[src/rtl/spi_frame_receiver.sv]
// Receiver for the sync/mosi/sclk DAC link. Oversamples the link lines in the
// clk domain, assembles MSB-first frames, counts good frames, flags malformed
// frames and measures the spacing between frame starts (the tone period).
module spi_frame_receiver #(
    parameter int unsigned FRAME_BITS  = 16,
    parameter int unsigned TIMEOUT_CYC = 64,
    parameter int unsigned PERIOD_W    = 24
) (
    input  logic                  clk,
    input  logic                  rst_n,
    input  logic                  sync,
    input  logic                  mosi,
    input  logic                  sclk,
    output logic [FRAME_BITS-1:0] data_out,
    output logic                  data_valid,
    output logic                  frame_err,
    output logic                  busy,
    output logic [15:0]           frame_cnt,
    output logic [PERIOD_W-1:0]   period_out,
    output logic                  period_valid
);

    localparam int unsigned BIT_CNT_W = $clog2(FRAME_BITS + 1);
    localparam int unsigned TO_W      = $clog2(TIMEOUT_CYC + 1);

    typedef enum logic [1:0] {
        IDLE  = 2'd0,
        ARMED = 2'd1,
        SHIFT = 2'd2
    } state_t;

    state_t                 state;
    logic [2:0]             sync_q;
    logic [2:0]             sclk_q;
    logic [1:0]             mosi_q;
    logic [FRAME_BITS-1:0]  shift_reg;
    logic [BIT_CNT_W-1:0]   bit_cnt;
    logic [TO_W-1:0]        to_cnt;
    logic                   restart_pend;
    logic [PERIOD_W-1:0]    per_cnt;
    logic                   per_seen;

    logic sync_s;
    logic sync_rise;
    logic sclk_fall;
    logic mosi_s;
    logic frame_full;
    logic last_bit;
    logic to_hit;
    logic per_sat;

    // Synchronizer taps and edge strobes; mosi has the same two-stage delay as sclk
    always_comb begin
        sync_s     = sync_q[1];
        sync_rise  = sync_q[1] & ~sync_q[2];
        sclk_fall  = ~sclk_q[1] & sclk_q[2];
        mosi_s     = mosi_q[1];
        frame_full = (bit_cnt == BIT_CNT_W'(FRAME_BITS));
        last_bit   = (bit_cnt == BIT_CNT_W'(FRAME_BITS - 1));
        to_hit     = (to_cnt == TO_W'(TIMEOUT_CYC - 1));
        per_sat    = &per_cnt;
    end

    // Two-flop synchronizers plus an edge-detect stage for sync and sclk
    always_ff @(posedge clk or negedge rst_n) begin
        if (!rst_n) begin
            sync_q <= 3'b000;
            sclk_q <= 3'b000;
            mosi_q <= 2'b00;
        end else begin
            sync_q <= {sync_q[1:0], sync};
            sclk_q <= {sclk_q[1:0], sclk};
            mosi_q <= {mosi_q[0], mosi};
        end
    end

    // Frame FSM: arm on sync, shift on sclk falls, complete/abort with registered pulses
    always_ff @(posedge clk or negedge rst_n) begin
        if (!rst_n) begin
            state        <= IDLE;
            shift_reg    <= '0;
            bit_cnt      <= '0;
            to_cnt       <= '0;
            restart_pend <= 1'b0;
            data_out     <= '0;
            data_valid   <= 1'b0;
            frame_err    <= 1'b0;
            busy         <= 1'b0;
            frame_cnt    <= 16'd0;
        end else begin
            data_valid <= 1'b0;
            frame_err  <= 1'b0;
            case (state)
                IDLE: begin
                    if (sync_rise) begin
                        state     <= ARMED;
                        shift_reg <= '0;
                        bit_cnt   <= '0;
                        busy      <= 1'b1;
                    end
                end
                ARMED: begin
                    to_cnt       <= '0;
                    restart_pend <= 1'b0;
                    if (!sync_s) begin
                        state <= SHIFT;
                    end
                end
                SHIFT: begin
                    if (frame_full) begin
                        // Word complete: publish it, then restart if a new sync already arrived
                        data_out   <= shift_reg;
                        data_valid <= 1'b1;
                        frame_cnt  <= frame_cnt + 16'd1;
                        if (sync_rise || restart_pend) begin
                            state     <= ARMED;
                            shift_reg <= '0;
                            bit_cnt   <= '0;
                        end else begin
                            state <= IDLE;
                            busy  <= 1'b0;
                        end
                    end else if (sclk_fall) begin
                        shift_reg <= {shift_reg[FRAME_BITS-2:0], mosi_s};
                        bit_cnt   <= bit_cnt + BIT_CNT_W'(1);
                        to_cnt    <= '0;
                        if (sync_rise) begin
                            if (last_bit) begin
                                // Sync lands on the final bit: finish this frame first
                                restart_pend <= 1'b1;
                            end else begin
                                frame_err <= 1'b1;
                                state     <= ARMED;
                                shift_reg <= '0;
                                bit_cnt   <= '0;
                            end
                        end
                    end else if (sync_rise) begin
                        frame_err <= 1'b1;
                        state     <= ARMED;
                        shift_reg <= '0;
                        bit_cnt   <= '0;
                    end else if (to_hit) begin
                        frame_err <= 1'b1;
                        state     <= IDLE;
                        busy      <= 1'b0;
                    end else begin
                        to_cnt <= to_cnt + TO_W'(1);
                    end
                end
                default: begin
                    state <= IDLE;
                    busy  <= 1'b0;
                end
            endcase
        end
    end

    // Frame-start period: saturating counter restarted on each sync rise
    always_ff @(posedge clk or negedge rst_n) begin
        if (!rst_n) begin
            per_cnt      <= '0;
            per_seen     <= 1'b0;
            period_out   <= '0;
            period_valid <= 1'b0;
        end else begin
            period_valid <= 1'b0;
            if (sync_rise) begin
                per_cnt  <= '0;
                per_seen <= 1'b1;
                if (per_seen) begin
                    period_out   <= per_sat ? per_cnt : per_cnt + PERIOD_W'(1);
                    period_valid <= 1'b1;
                end
            end else if (!per_sat) begin
                per_cnt <= per_cnt + PERIOD_W'(1);
            end
        end
    end

endmodule

[config.mk]
export PLATFORM = sky130hd
export DESIGN_NAME = spi_frame_receiver
export DESIGN_NICKNAME = d
export VERILOG_FILES = /design/src/rtl/spi_frame_receiver.sv
export SDC_FILE = /design/constraint.sdc
export NUM_CORES = 1
export LEC_CHECK = 0
export BUFFER_PORTS_ARGS = -buffer_cell sky130_fd_sc_hd__buf_2
export CAP_MARGIN = 20
export CORE_UTILIZATION = 52
export CTS_CLUSTER_DIAMETER = 80
export CTS_CLUSTER_SIZE = 10
export DETAILED_ROUTE_END_ITERATION = 6
export PLACE_DENSITY = 0.73
export SETUP_SLACK_MARGIN = 0.1
export SYNTH_ARGS = -nofsm -noshare
export SYNTH_HDL_FRONTEND = slang
export SYNTH_SLANG_ARGS = --single-unit
[constraint.sdc]
create_clock -name clk -period 1.8 [get_ports clk]
set_input_delay 0.36 -clock clk [delete_from_list [all_inputs] [get_ports clk]]
set_output_delay 0.36 -clock clk [all_outputs]
set_load 0.005 [all_outputs]
; ---- Word-level counts from Yosys, hierarchy flattened
; Index checks and enable logic that the tools add are counted.
[classes]
eq_ne = 21
order_cmp = 0
mux = 54
n_addsub = 4
n_div = 0
multipliers = 0
bitwise_logic = 5
reduce_logical = 12
n_shift = 0
[op_table]
columns = cell, count
row1 = $mux W16, 6
row2 = $mux W24, 2
row3 = $pmux W16 S2, 1
row4 = $mux W5, 6
row5 = $mux W7, 4
row6 = $add A24 B1 Y24 const B, 1
row7 = $reduce_and A24 Y1, 1
row8 = $mux W1, 22
row9 = $ne A3 B3 Y1 const B, 7
row10 = $add A16 B1 Y16 const B, 1
row11 = $mux W2, 8
row12 = $pmux W7 S2, 1
row13 = $ne A2 B2 Y1 const B, 6
row14 = $ne A4 B4 Y1 const B, 3
row15 = $pmux W5 S2, 1
row16 = $reduce_and A5 Y1, 2
row17 = $add A7 B1 Y7 const B, 1
row18 = $eq A7 B6 Y1 const B, 1
row19 = $pmux W2 S3, 1
row20 = $reduce_and A2 Y1, 3
row21 = $reduce_and A6 Y1, 1
row22 = $add A5 B1 Y5 const B, 1
row23 = $eq A5 B4 Y1 const B, 1
row24 = $eq A5 B5 Y1 const B, 1
row25 = other kinds (10), 14
[totals]
latch_bits = 0
memories = 0
mem_bits_ro = 0
wordCells = 113
ff_bits = 124
inputBits = 5
mem_bits_rw = 0
output_inout_bits = 60

; ---- Logic depth before layout (Yosys ltp)
[logic_depth]
word_depth = 6
mapped_depth = 8
depth_no_buf = 7

; ---- Worst setup path before layout
; No wires, ideal clock.
[synth_timing]
kind = reg2reg
from = reg per_cnt[0]
to = reg period_out[15]
path_slack_ns = -0.046
synth_period_minus_slack_ns = 1.846
stages_incl_launch_ff = 7
required_ns = 1.718
path_buffers = 0
arrival_time_ns = 1.764
setup_ns = 0.082
path_cell_list = dfrtp_1 ha_1 and4_1 nand3_2 nor2_4 or4_1 a31oi_1
[synth_between]
elab_chain_cells = 2
elab_cells_between_ends = 3
cone_classes = 1 x add/sub / 1 x mux / 1 x reduce/logical
[synth_lines]
columns = element, line
row1 = start: declaration, 40  ; logic [PERIOD_W-1:0] per_cnt;
row2 = start signal: assignment, 176  ; per_cnt <= per_cnt + PERIOD_W'(1);
row3 = $add A24 B1 Y24 or $reduce_and A24 Y1 (tied branches), "172, 61"
row4 = $mux W24 *, n/a
row5 = end signal: assignment, 172  ; period_out <= per_sat ? per_cnt : per_cnt + PERIOD_W'(1);
row6 = end: declaration, 19  ; output logic [PERIOD_W-1:0] period_out,
; Every way passes the cells marked *; elsewhere a longest branch is shown, timed or not.
; A chain may end at the register's enable or synchronous reset.

; ---- Worst setup path in the final report
[layout_timing]
from = reg per_cnt[21]
to = reg period_out[21]
; Same word-level chain as after synthesis.

==> flow_summary_export.csv <==
group,metric,value,unit
placement,routabilityCongestion,0.8601,
clock_tree,htree_num_levels,4,
global_routing,overflow,0,
yosys,synthAdderAreaFrac,1.411,%
placement,numPortBuffers,64,
worst_setup_path,startpoint_type,"flop",
yosys,synth_top_family_by_area,"simple AND/OR/NAND/NOR gates",
clock_tree,cts_tree,"built",
final_layout,area_growth,49.66,%
final_layout,drive_gt1_share,44.11,%
final_layout,antenna_cells,0,
yosys,async_reset_ff_share,100.0,%
power_and_ir_drop,ir_drop,684.5,µV
yosys,seq_area_frac_synth,58.31,%
route,routed_wirelength,16780,µm
clock_tree,cts.sinks,124,
route,drtPass1Iterations,6,
yosys,synth_cell_types,59,
floorplanning,num_rows,36,
floorplanning,core_area,9864,µm²
hold_path,hold_class,"primary input to asynchronous set/reset pin",
timing,finalMaxSlewViolations,0,
route,vias,4990,
worst_setup_path,rrSetupSlack,-0.31,ns
timing,rsz0062_at_grt,"yes",
worst_setup_path,worst_ep_required_time,2.21,ns
yosys,synthMuxAreaShare,0.3997,%
timing,period_share,117.3,%
worst_setup_path,end_kind,"flop",
yosys,synthSimpleGateAreaFrac,21.07,%
timing,setup_slack,-0.3114,ns
floorplanning,dieArea,10640,µm²
clock_tree,clock_path_buffers,2,
global_routing,grt_max_degree,57,
final_layout,nets,694,
power_and_ir_drop,pwr_density_cell,983.3,nW/µm²
placement,dpl_cell_area,6183,µm²
yosys,synth-compound-area-share,10.58,%
timing,worstMarginPinSlew,0.5815,ns
floorplanning,ios,65,
power_and_ir_drop,power.leakage,3.814,nW
timing,max-slew-margin-rel,61.09,%
yosys,synth_common_cells,"dfrtp_1 (124), nand2_1 (96), nor2_1 (42)",
route,ant_nets,0,
route,routedWlPerCell,20.24,µm
final_layout,largestRegisters,"per_cnt: 24 flops, period_out: 24 flops",
final_layout,final_cell_area,7964,µm²
run_status,outcome,"complete, but fails checks",
worst_setup_path,criticalPathCategory,"flop to flop",
yosys,syn_area,5321,µm²
floorplanning,die_x,103.2,µm
timing,worst_clock_skew,0.01329,ns
timing,hold_viol_final,0,
yosys,synth_area_leaders,"dfrtp_1 (58%), nand2_1 (6.8%), xnor2_1 (4.0%), a22o_1 (3.0%), nor2_1 (3.0%)",
yosys,synth_top_area_share,58.31,%
yosys,syn_area_per_cell,10.43,µm²
yosys,yosysTopAreaCell,"dfrtp_1",
timing,min_period,2.111,ns
global_routing,antenna_found_initial,0,
job,maxCapViolCount,0,
timing,fmax,0.4736,GHz
clock_tree,cts_buffers,17,
global_routing,grt_pass1_vias,4322,
floorplanning,start_util,53.94,%
run_status,violations,"setup timing",
final_layout,finish.utilization,80.73,%
worst_setup_path,crit_fanout,4,
placement,dp_hpwl,7909,µm
clock_tree,clk-insertion-delay-late,0.54,ns
route,drc,0,
route,drt_iter0_markers,345,
global_routing,grt_first_pass_wirelength,21000,µm
yosys,ys_ff_latch,124,
yosys,synth_edf_count,0,
floorplanning,dieHeight,103.2,µm
route,vias_per_cell,6.019,
yosys,syn-num-nets,521,
global_routing,grtUsageTotal,26.39,%
yosys,syn_inst,510,
timing,setup_viol,78,
clock_tree,clock-root-buffer,"clkbuf_8",
worst_setup_path,cp.arrival,2.52,ns
timing,finalSetupTns,-7.460,ns
yosys,synth_xor_area_share,5.925,%
yosys,ys_warn_count,0,
yosys,yosysMostFrequentCell,"dfrtp_1",
clock_tree,cts.clk_slew.worst_paths,0.06,ns
yosys,synth_top_flop_cell,"dfrtp_1",
[critical path: stages (launching register included)]
cell,delay (ns)
dfrtp_1,0.42
nand4_1,0.29
or3_2,0.57
o2111ai_1,0.30
xor2_1,0.30
o21ai_1,0.11
[layout make-up]
class | instances | area, µm²
clock inverter | 12 | 115.1
clock buffer | 20 | 445.4
sequential | 124 | 3105
fill | 481 | 1901
timing repair buffer | 170 | 1292
multi-input combinational | 358 | 2790
tap | 133 | 166.4
inverter | 12 | 48.80
[kinds of logic (layout without fill, tap and decap cells)]
logic type               Yosys count  in the layout
buffers and inverters             29            214
adder cells (fa/ha/maj)            6              6
AND/OR/NAND/NOR                  226            227
flip-flops                       124            124
XOR/XNOR                          36             36
AO/OA/AOI/OAI                     87             87
multiplexers                       2              2
[worst paths after layout]
| path | cells after the start | end | startpoint |
|---|---|---|---|
| setup reg to reg | 5 | period_out[21] | per_cnt[21] |
| min in group clk | 0 | sclk_q[1] | sclk_q[0] |
| max in group asynchronous | 3 | shift_reg[5] | rst_n |
| hold / removal | 2 | period_out[1] | rst_n |
| hold reg to reg | 0 | sclk_q[1] | sclk_q[0] |
| setup / recovery | 5 | period_out[21] | per_cnt[21] |
[stage by stage]
stage | setup slack [ns] | std cells | power, mW | hold WS (ns)
finish | -0.3114 | 829 | 7.831 | 0.2722
global route | -0.3372 | 829 | 8.098 | 0.3107
CTS | -0.05434 | 795 | 7.485 | 0.2824
detailed placement | -0.4650 | 741 | 4.124 | 0.2919
global placement | -0.3810 | 741 | 4.075 | 0.2909
floorplan | 0.06276 | 510 | 3.630 | 0.06441
[layout by cell type (no fill, tap or decap), drive strengths merged, types with 2 or more instances in the layout]
cell,netlist,layout
and3,10,10
or4,2,2
dlygate4sd3,0,4
xor2,12,12
nand3,15,15
nor3,11,12
o21ai,29,29
a31oi,5,5
nand4,15,15
clkinvlp,0,4
or4b,2,2
o2111ai,3,3
and4,3,3
nor4,8,8
nand2,97,97
nor2,44,44
a22o,18,18
xnor2,24,24
clkbuf,8,20
o22ai,2,2
inv,11,13
ha,6,6
a21oi,19,19
o31ai,3,3
or3,3,3
dfrtp,124,124
a21o,2,2
nor2b,4,4
clkinv,1,6
buf,8,166
nand2b,5,5
[what timing repair did]
action | in CTS | in global routing
cloned | 2 | 1
setup endpoints to repair | 80 | 98
hold buffers | 4 | 0
gates resized for setup | 43 | 131
pin swaps | 40 | 65
setup buffers | 16 | 33
endpoints found under the hold margin | 27 | 0
[routing by layer]
metal  global-route usage [%]  up-vias  wire length (µm)
li1                         -     2123                 -
met1                    34.22     2474              6267
met2                    41.95      299              8581
met3                    6.780       94              1042
met4                    11.92        0               886
met5                        0        -                 0
[power by group]
group	internal [mW]	total (mW)	switching [mW]	leakage, nW
Combinational	0.667	1.46	0.793	1.87
Clock	1.91	3.24	1.32	0.268
Sequential	2.96	3.13	0.170	1.68
Total	5.54	7.83	2.29	3.81
(Power assumes the default switching activity.)
